## config.mk

```make
export PLATFORM = sky130hd
export DESIGN_NAME = imuldiv_div_resp_fmt_flat
export DESIGN_NICKNAME = d
export VERILOG_FILES = /design/src/rtl/imuldiv_div_resp_fmt_pkg.sv /design/src/rtl/imuldiv_div_resp_fmt_if.sv /design/src/rtl/imuldiv_tag_fifo.sv /design/src/rtl/imuldiv_div_resp_fmt.sv /design/src/flat_wrapper.sv
export SDC_FILE = /design/constraint.sdc
export NUM_CORES = 1
export LEC_CHECK = 0
export CORE_MARGIN = 2
export CORE_UTILIZATION = 40
export DETAILED_ROUTE_END_ITERATION = 6
export GPL_TIMING_DRIVEN = 0
export PLACE_DENSITY = 0.78
export SYNTH_ARGS = -nofsm -noshare
export SYNTH_HDL_FRONTEND = slang
export SYNTH_SLANG_ARGS = --single-unit
```

## constraint.sdc

```tcl
create_clock -name clk -period 4.2 [get_ports clk]
set_input_delay 0.63 -clock clk [delete_from_list [all_inputs] [get_ports clk]]
set_output_delay 0.63 -clock clk [all_outputs]
set_load 0.03 [all_outputs]
```

## src/rtl/imuldiv_div_resp_fmt_pkg.sv

```systemverilog
// Shared constants and helpers for the divider response formatter.
// The 64-bit divider response is {rem[63:32], quo[31:0]}; tag records are {sel_rem, dst}.
package imuldiv_div_resp_fmt_pkg;

    localparam int unsigned RESULT_W  = 64;
    localparam int unsigned WORD_W    = 32;
    localparam int unsigned REM_MSB   = 63;
    localparam int unsigned REM_LSB   = 32;
    localparam int unsigned QUO_MSB   = 31;
    localparam int unsigned QUO_LSB   = 0;
    localparam int unsigned TAG_W_DEF = 5;

    typedef struct packed {
        logic                 sel_rem;
        logic [TAG_W_DEF-1:0] dst;
    } tag_rec_t;

    function automatic tag_rec_t pack_tag(input logic sel_rem, input logic [TAG_W_DEF-1:0] dst);
        tag_rec_t t;
        t.sel_rem = sel_rem;
        t.dst     = dst;
        return t;
    endfunction

    function automatic logic [TAG_W_DEF-1:0] unpack_dst(input tag_rec_t t);
        return t.dst;
    endfunction

    // Select remainder or quotient half of a divider response.
    function automatic logic [WORD_W-1:0] sel_word(input logic [RESULT_W-1:0] r,
                                                   input logic                sel_rem);
        return sel_rem ? r[REM_MSB:REM_LSB] : r[QUO_MSB:QUO_LSB];
    endfunction

endpackage

```

## src/rtl/imuldiv_div_resp_fmt_if.sv

```systemverilog
// Tag-push, divider-response and writeback channels of the divider response formatter.
interface imuldiv_div_resp_fmt_if
    import imuldiv_div_resp_fmt_pkg::*;
#(
    parameter int unsigned TAG_W = TAG_W_DEF
);
    logic                tag_val;
    logic                tag_rdy;
    logic                tag_sel_rem;
    logic [TAG_W-1:0]    tag_dst;
    logic [RESULT_W-1:0] divresp_msg_result;
    logic                divresp_val;
    logic                divresp_rdy;
    logic [WORD_W-1:0]   wb_msg_data;
    logic [TAG_W-1:0]    wb_msg_dst;
    logic                wb_val;
    logic                wb_rdy;

    modport master (
        output tag_val, tag_sel_rem, tag_dst, divresp_msg_result, divresp_val, wb_rdy,
        input  tag_rdy, divresp_rdy, wb_msg_data, wb_msg_dst, wb_val
    );

    modport slave (
        input  tag_val, tag_sel_rem, tag_dst, divresp_msg_result, divresp_val, wb_rdy,
        output tag_rdy, divresp_rdy, wb_msg_data, wb_msg_dst, wb_val
    );
endinterface

```

## src/rtl/imuldiv_tag_fifo.sv

```systemverilog
// In-order DEPTH x W tag FIFO; DEPTH must be a power of two so pointers wrap naturally.
// A push is accepted while full only when a pop happens in the same cycle.
module imuldiv_tag_fifo #(
    parameter int unsigned DEPTH = 4,
    parameter int unsigned W     = 6
) (
    input  logic         clk,
    input  logic         rst_n,
    input  logic         push_i,
    input  logic         pop_i,
    input  logic [W-1:0] wdata_i,
    output logic [W-1:0] rdata_o,
    output logic         full_o,
    output logic         empty_o
);
    localparam int unsigned PTR_W = (DEPTH > 1) ? $clog2(DEPTH) : 1;
    localparam int unsigned CNT_W = $clog2(DEPTH + 1);

    logic [W-1:0]     mem_q [DEPTH];
    logic [PTR_W-1:0] head_q, head_d;
    logic [PTR_W-1:0] tail_q, tail_d;
    logic [CNT_W-1:0] count_q, count_d;
    logic             do_push;
    logic             do_pop;

    assign empty_o = (count_q == '0);
    assign full_o  = (count_q == CNT_W'(DEPTH));
    assign rdata_o = mem_q[head_q];
    assign do_pop  = pop_i && !empty_o;
    assign do_push = push_i && (!full_o || do_pop);

    always_comb begin
        head_d  = head_q;
        tail_d  = tail_q;
        count_d = count_q;
        if (do_push) tail_d = tail_q + PTR_W'(1);
        if (do_pop)  head_d = head_q + PTR_W'(1);
        case ({do_push, do_pop})
            2'b10:   count_d = count_q + CNT_W'(1);
            2'b01:   count_d = count_q - CNT_W'(1);
            default: count_d = count_q;
        endcase
    end

    always_ff @(posedge clk or negedge rst_n) begin
        if (!rst_n) begin
            head_q  <= '0;
            tail_q  <= '0;
            count_q <= '0;
            for (int i = 0; i < int'(DEPTH); i++) mem_q[i] <= '0;
        end else begin
            head_q  <= head_d;
            tail_q  <= tail_d;
            count_q <= count_d;
            if (do_push) mem_q[tail_q] <= wdata_i;
        end
    end
endmodule

```

## src/rtl/imuldiv_div_resp_fmt.sv

```systemverilog
// Divider response formatter: pairs each in-order divider response with a queued tag and
// emits the selected word. IMULDIV_DIV_RESP_BYPASS_EN selects a combinational 0-cycle path.
module imuldiv_div_resp_fmt
    import imuldiv_div_resp_fmt_pkg::*;
#(
    parameter int unsigned DEPTH = 4,
    parameter int unsigned TAG_W = TAG_W_DEF
) (
    input logic                   clk,
    input logic                   rst_n,
    imuldiv_div_resp_fmt_if.slave bus
);
    localparam int unsigned TREC_W = 1 + TAG_W;

    logic [TREC_W-1:0] head_tag;
    logic              fifo_full;
    logic              fifo_empty;
    logic              pop;
    logic              resp_rdy;
    logic [WORD_W-1:0] sel_data;

    imuldiv_tag_fifo #(
        .DEPTH (DEPTH),
        .W     (TREC_W)
    ) u_tag_fifo (
        .clk     (clk),
        .rst_n   (rst_n),
        .push_i  (bus.tag_val),
        .pop_i   (pop),
        .wdata_i ({bus.tag_sel_rem, bus.tag_dst}),
        .rdata_o (head_tag),
        .full_o  (fifo_full),
        .empty_o (fifo_empty)
    );

    assign sel_data         = sel_word(bus.divresp_msg_result, head_tag[TAG_W]);
    assign bus.tag_rdy      = !fifo_full;
    assign bus.divresp_rdy  = resp_rdy;
    assign pop              = bus.divresp_val && resp_rdy;

`ifdef IMULDIV_DIV_RESP_BYPASS_EN
    // Response passes straight through; the tag retires when the writeback fires.
    assign resp_rdy        = !fifo_empty && bus.wb_rdy;
    assign bus.wb_val      = bus.divresp_val && !fifo_empty;
    assign bus.wb_msg_data = sel_data;
    assign bus.wb_msg_dst  = head_tag[TAG_W-1:0];
`else
    logic              wb_val_q, wb_val_d;
    logic [WORD_W-1:0] wb_data_q, wb_data_d;
    logic [TAG_W-1:0]  wb_dst_q, wb_dst_d;

    assign resp_rdy        = !fifo_empty && (!wb_val_q || bus.wb_rdy);
    assign bus.wb_val      = wb_val_q;
    assign bus.wb_msg_data = wb_data_q;
    assign bus.wb_msg_dst  = wb_dst_q;

    // Reload takes priority over drain so back-to-back responses stream at one per cycle.
    always_comb begin
        wb_val_d  = wb_val_q;
        wb_data_d = wb_data_q;
        wb_dst_d  = wb_dst_q;
        if (pop) begin
            wb_val_d  = 1'b1;
            wb_data_d = sel_data;
            wb_dst_d  = head_tag[TAG_W-1:0];
        end else if (wb_val_q && bus.wb_rdy) begin
            wb_val_d  = 1'b0;
        end
    end

    always_ff @(posedge clk or negedge rst_n) begin
        if (!rst_n) begin
            wb_val_q  <= 1'b0;
            wb_data_q <= '0;
            wb_dst_q  <= '0;
        end else begin
            wb_val_q  <= wb_val_d;
            wb_data_q <= wb_data_d;
            wb_dst_q  <= wb_dst_d;
        end
    end
`endif
endmodule

```

## src/flat_wrapper.sv

```systemverilog
// flat-port wrapper written by rule: the top's interface ports become plain ports
module imuldiv_div_resp_fmt_flat import imuldiv_div_resp_fmt_pkg::*;
#(
    parameter int unsigned DEPTH = 4,
    parameter int unsigned TAG_W = TAG_W_DEF
)
  (clk, rst_n, bus_tag_val, bus_tag_sel_rem, bus_tag_dst, bus_divresp_msg_result, bus_divresp_val, bus_wb_rdy, bus_tag_rdy, bus_divresp_rdy, bus_wb_msg_data, bus_wb_msg_dst, bus_wb_val);
  imuldiv_div_resp_fmt_if #(.TAG_W(TAG_W)) bus_i ();
  input logic clk;
  input logic rst_n;
  input wire logic [$bits(bus_i.tag_val)-1:0] bus_tag_val;
  input wire logic [$bits(bus_i.tag_sel_rem)-1:0] bus_tag_sel_rem;
  input wire logic [$bits(bus_i.tag_dst)-1:0] bus_tag_dst;
  input wire logic [$bits(bus_i.divresp_msg_result)-1:0] bus_divresp_msg_result;
  input wire logic [$bits(bus_i.divresp_val)-1:0] bus_divresp_val;
  input wire logic [$bits(bus_i.wb_rdy)-1:0] bus_wb_rdy;
  output wire logic [$bits(bus_i.tag_rdy)-1:0] bus_tag_rdy;
  output wire logic [$bits(bus_i.divresp_rdy)-1:0] bus_divresp_rdy;
  output wire logic [$bits(bus_i.wb_msg_data)-1:0] bus_wb_msg_data;
  output wire logic [$bits(bus_i.wb_msg_dst)-1:0] bus_wb_msg_dst;
  output wire logic [$bits(bus_i.wb_val)-1:0] bus_wb_val;
  assign bus_i.tag_val = bus_tag_val;
  assign bus_i.tag_sel_rem = bus_tag_sel_rem;
  assign bus_i.tag_dst = bus_tag_dst;
  assign bus_i.divresp_msg_result = bus_divresp_msg_result;
  assign bus_i.divresp_val = bus_divresp_val;
  assign bus_i.wb_rdy = bus_wb_rdy;
  assign bus_tag_rdy = bus_i.tag_rdy;
  assign bus_divresp_rdy = bus_i.divresp_rdy;
  assign bus_wb_msg_data = bus_i.wb_msg_data;
  assign bus_wb_msg_dst = bus_i.wb_msg_dst;
  assign bus_wb_val = bus_i.wb_val;
  imuldiv_div_resp_fmt #(.DEPTH(DEPTH), .TAG_W(TAG_W)) u_core (.clk(clk), .rst_n(rst_n), .bus(bus_i));
endmodule
```

; ---- Yosys cells after proc, flatten, opt, wreduce, memory -nomap -nowiden
; Index checks and enable logic that the tools add are counted.
[totals]
out_inout_bits = 40
regBits = 69
[classes]
bitwise_logic = 2
mux = 10
reduce_logical = 14
addsub = 4
n_eq_ne = 3
order_cmp = 3
[ops]
columns = cell, n
row1 = 2-to-1 mux 32 bit, 1
row2 = bitwise mux 24 bit, 1
row3 = 2-to-1 mux 6 bit, 3
row4 = binary-select mux 6 bit (select 2 bit), 1
row5 = demux 6 bit (select 2 bit), 1
row6 = ">= comparator 3 bit, second input constant", 2
row7 = logical AND 1 bit, 6
row8 = NOT 2 -> 3 bit, 2
row9 = one-hot mux 3 bit (2 select lines), 1
row10 = "adder 2 x 1 -> 2 bit, second input constant", 2
row11 = nonzero test 2 bit, 2
row12 = "adder 3 x 1 -> 3 bit, second input constant", 1
row13 = "== test 3 bit, second input constant", 1
row14 = logical NOT 1 bit, 3
row15 = logical NOT 3 bit, 1
row16 = "less-than comparator 3 x 1 -> 1 bit, second input constant", 1
row17 = "subtractor 3 x 1 -> 3 bit, second input constant", 1
row18 = "== test 2 x 1 -> 1 bit, second input constant", 1
row19 = "== test 2 bit, second input constant", 1
row20 = logical OR 1 bit, 2
row21 = 2-to-1 mux 1 bit, 2

; ---- Longest topological paths before layout
; Gate-level depths: netlist of run 1.
[depth]
depth_word = 9
ltp_mapped = 7

; ---- Cells and area by module
; From an unflattened synthesis of run 1, not the netlist that was laid out.
[hier_totals]
cells_unflattened = 217
hier_area_um2 = 3345.7
[by_module_without_submodules]
columns = mod, area_per_inst_um2, instances, cells_each
row1 = imuldiv_div_resp_fmt, 1889.3, 1, 120
row2 = imuldiv_tag_fifo, 1456.4, 1, 97

; ---- Worst setup path before layout of run 1
; OpenSTA, ideal clock, no wires.
[synth_timing]
path_kind = input port to flip-flop
from = in bus_divresp_val
to = reg u_core.u_tag_fifo.count_q[2]
setup_ps = 126
t_arrival_ps = 1931
required_ps = 4074
setup_slack_ps = 2143
n_path_buf = 0
path_stages = 7
cell_sequence = inv_2 nor4_1 inv_1 fa_1 a31oi_1 a32oi_1 xnor2_1
[synth_between]
elab_chain_len = 6
word_cells_on_any_way = 8
[synth_lines]
columns = element, line
row1 = from (decl), flat_wrapper.sv:15  ; input wire logic [$bits(bus_i.divresp_val)-1:0] bus_divresp_val;
row2 = logical AND 1 bit (*), imuldiv_div_resp_fmt.sv:39  ; assign pop = bus.divresp_val && resp_rdy;
row3 = logical AND 1 bit (*), imuldiv_tag_fifo.sv:29  ; assign do_pop = pop_i && !empty_o;
row4 = logical OR 1 bit, imuldiv_tag_fifo.sv:30  ; assign do_push = push_i && (!full_o || do_pop);
row5 = logical AND 1 bit, imuldiv_tag_fifo.sv:30
row6 = == test 2 x 1 -> 1 bit / == test 2 bit (equally long branches), imuldiv_tag_fifo.sv:38  ; case ({do_push, do_pop})
row7 = one-hot mux 3 bit (2 select lines) / nonzero test 2 bit (equally long branches), -
row8 = to (signal assigned), imuldiv_tag_fifo.sv:54  ; count_q <= count_d;
row9 = to (decl), imuldiv_tag_fifo.sv:22  ; logic [CNT_W-1:0] count_q, count_d;
; Mark *: on every way between the ends. The rest lies on a longest branch, timed or not.
; A chain may end at the register's enable or synchronous reset.

; ---- Worst setup path after layout of run 1
[layout_timing]
from = in bus_wb_rdy
to = out bus_divresp_rdy
[layout_between]
elab_chain_len = 2
[layout_lines]
columns = element, line
row1 = from (decl), flat_wrapper.sv:16  ; input wire logic [$bits(bus_i.wb_rdy)-1:0] bus_wb_rdy;
row2 = logical OR 1 bit, imuldiv_div_resp_fmt.sv:52  ; assign resp_rdy = !fifo_empty && (!wb_val_q || bus.wb_rdy);
row3 = logical AND 1 bit, imuldiv_div_resp_fmt.sv:52
row4 = to (decl), flat_wrapper.sv:18  ; output wire logic [$bits(bus_i.divresp_rdy)-1:0] bus_divresp_rdy;
; No other way between the ends.

==> metrics.cfg, run 1 <==
[timing]
hold_viol = 0
final.setup.worst_slack_ns = 1.42
fmax_ghz = 0.359
slew_violations = 0
setup_violations = 0
tightest_slew_ns = 0.856
finalCritPeriodShare = 0.663
period_needed_ns = 2.78
slew_headroom = 0.429
tns_ns = 0
grt_setup_unrepaired = false
finClkSkew_ns = 0.00567

[flow_run]
drv_cap = 0

[global_route]
grt_max_degree = 70
grt_pass1_vias = 2399
busiest_layer = met2
antenna_found_initial = 0
met2_usage = 0.296
grt.overflow.total = 0
track_usage = 0.171
use_met3 = 0.0471
grt_pass1_wl_um = 11700
grt_util_met1 = 0.205

[yosys]
synth_top_family_by_area = multiplexers
yosysWarnings = 0
syn-num-nets = 339
synth-edff-count = 0
synth_compound_area_frac = 0.0713
ys_seq_area_frac = 0.526
synthAdderAreaFrac = 0.0214
muxShareOfSynthArea = 0.248
syn_area_per_cell_um2 = 12.7
ys_seq_elements = 69
synth_simple_gate_area_frac = 0.0789
yosys.area.top_type = dfrtp_1
netlist_area_um2 = 3280
syn_inst = 259
async_flop_share = 1.00
synth-xor-area-share = 0.0107
synth_cell_type_count = 35
synth-main-ff-cell = dfrtp_1
synthTopCellsByArea = dfrtp_1 53%, mux2_2 10%, mux2i_1 9.8%, o21ai_1 4.6%, nand2_1 4.1%
synth_top_area_share = 0.526

[place]
place.gp.congestion = 0.784
place_ws_ns = 1.30
numPortBuffers = 114
placed_cells = 478
dp_hpwl_um = 5860

[route]
wl_um = 7700
vias_per_cell = 5.01
ant_nets = 0
drt_iter0_markers = 66
detail_route.first_pass.iterations = 4
drc_errors = 0
vias = 2473
wire_per_inst_um = 15.6

[finish]
fill_cells = 685
area_growth_pct = 45.6
diodes = 0
final_cell_mix = 113 x clkdlybuf4s50_1, 69 x dfrtp_1, 36 x nand2_1
fin_cells = 494
final_net_count = 464
mostFrequentLayoutCell = clkdlybuf4s50_1
drive_above_1_share = 0.165

[cts]
h-tree-depth = 3
cts_resized = 0
postCtsSetupBuffers = 0
numCtsBuffers = 9
cts_hold_buffers = 0
clkSlewWorstSetupHoldPaths_ns = 0.07
cts_sinks = 69
cts_tree = done
clk_latency_ns = 0.33
root_buffer = clkbuf_8
clockBufferDepth = 2

[die]
start_util = 0.405
dieHeight_um = 94.6
num_io_pins = 115
die_w_um = 94.6
coreArea_um2 = 8090
num_rows = 33
dieArea_um2 = 8940

[power_and_ir_drop]
power_leakage_nw = 2.07
power_density_nw_per_um2 = 818
vdd.ir_drop.worst_v = 0.000378

[worst_setup_path]
arrival_ns = 2.15
crit_path_end_kind = primary output
criticalPathCategory = in -> out
start_kind = input port
critPathMaxFanout = 5
crit_required_ns = 3.57

[run_status]
outcome = completed

[worst_hold_path]
hold_path.class = in -> async

## power breakdown
part / internal [W] / switching [W]
Sequential: 0.000999 / 0.000181
Combinational: 0.00107 / 0.00106
Clock: 0.000365 / 0.000233
Total: 0.00243 / 0.00148
## final timing paths
path | startpoint | endpoint | cells past startpoint | slack (ns)
max | bus_wb_rdy | bus_divresp_rdy | 4 | 1.42
min | rst_n | u_core.u_tag_fifo.mem_q[15]$_DFFE_PN0P_ | 1 | 0.39
max reg2reg | u_core.u_tag_fifo.count_q[2]$_DFFE_PN0P_ | u_core.u_tag_fifo.count_q[2]$_DFFE_PN0P_ | 7 | 2.07
min reg2reg | u_core.bus.wb_msg_data[31]$_DFFE_PN0N_ | u_core.bus.wb_msg_data[31]$_DFFE_PN0N_ | 2 | 0.49
max in group asynchronous | rst_n | u_core.u_tag_fifo.mem_q[19]$_DFFE_PN0P_ | 1 | 3.23
min in group clk | u_core.bus.wb_msg_data[31]$_DFFE_PN0N_ | u_core.bus.wb_msg_data[31]$_DFFE_PN0N_ | 2 | 0.49
## layer usage
layer,routed length [um],share of wire
met1,3130,0.41
met2,3770,0.49
met3,780,0.10
met4,23,0.0030
met5,0,0
## cell type report
cell class	instances	area, um2	area share
Sequential cell	69	1730	0.362
Clock inverter	4	70.1	0.0147
Clock buffer	12	155	0.0325
Tap cell	105	131	0.0275
Multi-Input combinational cell	170	1410	0.295
Timing Repair Buffer	114	1140	0.238
Buffer	14	121	0.0254
Inverter	6	22.5	0.00472
## kinds of logic (layout without fill, tap and decap cells)
family,Yosys count,after routing
multiplexers,68,68
buffers and inverters,20,150
AND/OR/NAND/NOR,53,53
XOR/XNOR,4,4
flip-flops,69,69
adder cells (fa/ha/maj),5,5
AO/OA/AOI/OAI,40,40
## cells in the mapped netlist (2+ instances only)
library cell,number
a31oi_1,3
mux2i_1,32
clkbuf_1,5
o21ai_1,30
mux2_2,30
buf_6,2
buf_2,4
o21ai_0,2
ha_1,4
buf_12,3
mux4_1,5
inv_1,5
nand2_1,36
nor2_1,2
dfrtp_1,69
nand3_2,5
xnor2_1,4
## state kept, by name (all words and copies together) (netlist names)
register / count
u_core.bus.wb_msg_data: 32
u_core.u_tag_fifo.mem_q: 24
u_core.bus.wb_msg_dst: 5
u_core.u_tag_fifo.count_q: 3
u_core.u_tag_fifo.head_q: 2
u_core.u_tag_fifo.tail_q: 2
u_core.bus.wb_val: 1
## stage by stage
step	power, W	util	cell area (um2)	hold slack (ns)
after floorplan	0.00264	-	3280	0.334
after global placement	0.00328	0.563	4550	0.468
after detailed placement	0.00335	0.562	4550	0.476
after CTS	0.00396	0.590	4780	0.422
after global routing	0.00413	0.590	4780	0.477
final	0.00391	0.590	4780	0.394
## critical path: stages
cell and delay, ns:
clkdlybuf4s50_1 0.42, nor2b_1 0.42, nor2_1 0.08, clkdlybuf4s50_1 0.60
No activity file was read; power rests on OpenSTA's default activity.
==> run 2, diff against run 1 <==
==> constraint.sdc (replaced) <==
create_clock -name clk -period 2.8 [get_ports clk]
set_input_delay 0.42 -clock clk [delete_from_list [all_inputs] [get_ports clk]]
set_output_delay 0.42 -clock clk [all_outputs]
set_load 0.03 [all_outputs]
==> results of run 2 <==
Same layout as run 1 (identical final DEF). Status: completed.
Among the figures that moved: setup slack after placement 1.30 ns -> 0.111 ns; setup slack after layout 1.42 ns -> 0.437 ns; hold slack 0.394 ns -> 0.184 ns; register-to-register setup slack 2.07 ns -> 0.67 ns; total power 0.00391 W -> 0.00586 W; worst IR drop on VDD 0.000378 V -> 0.000568 V
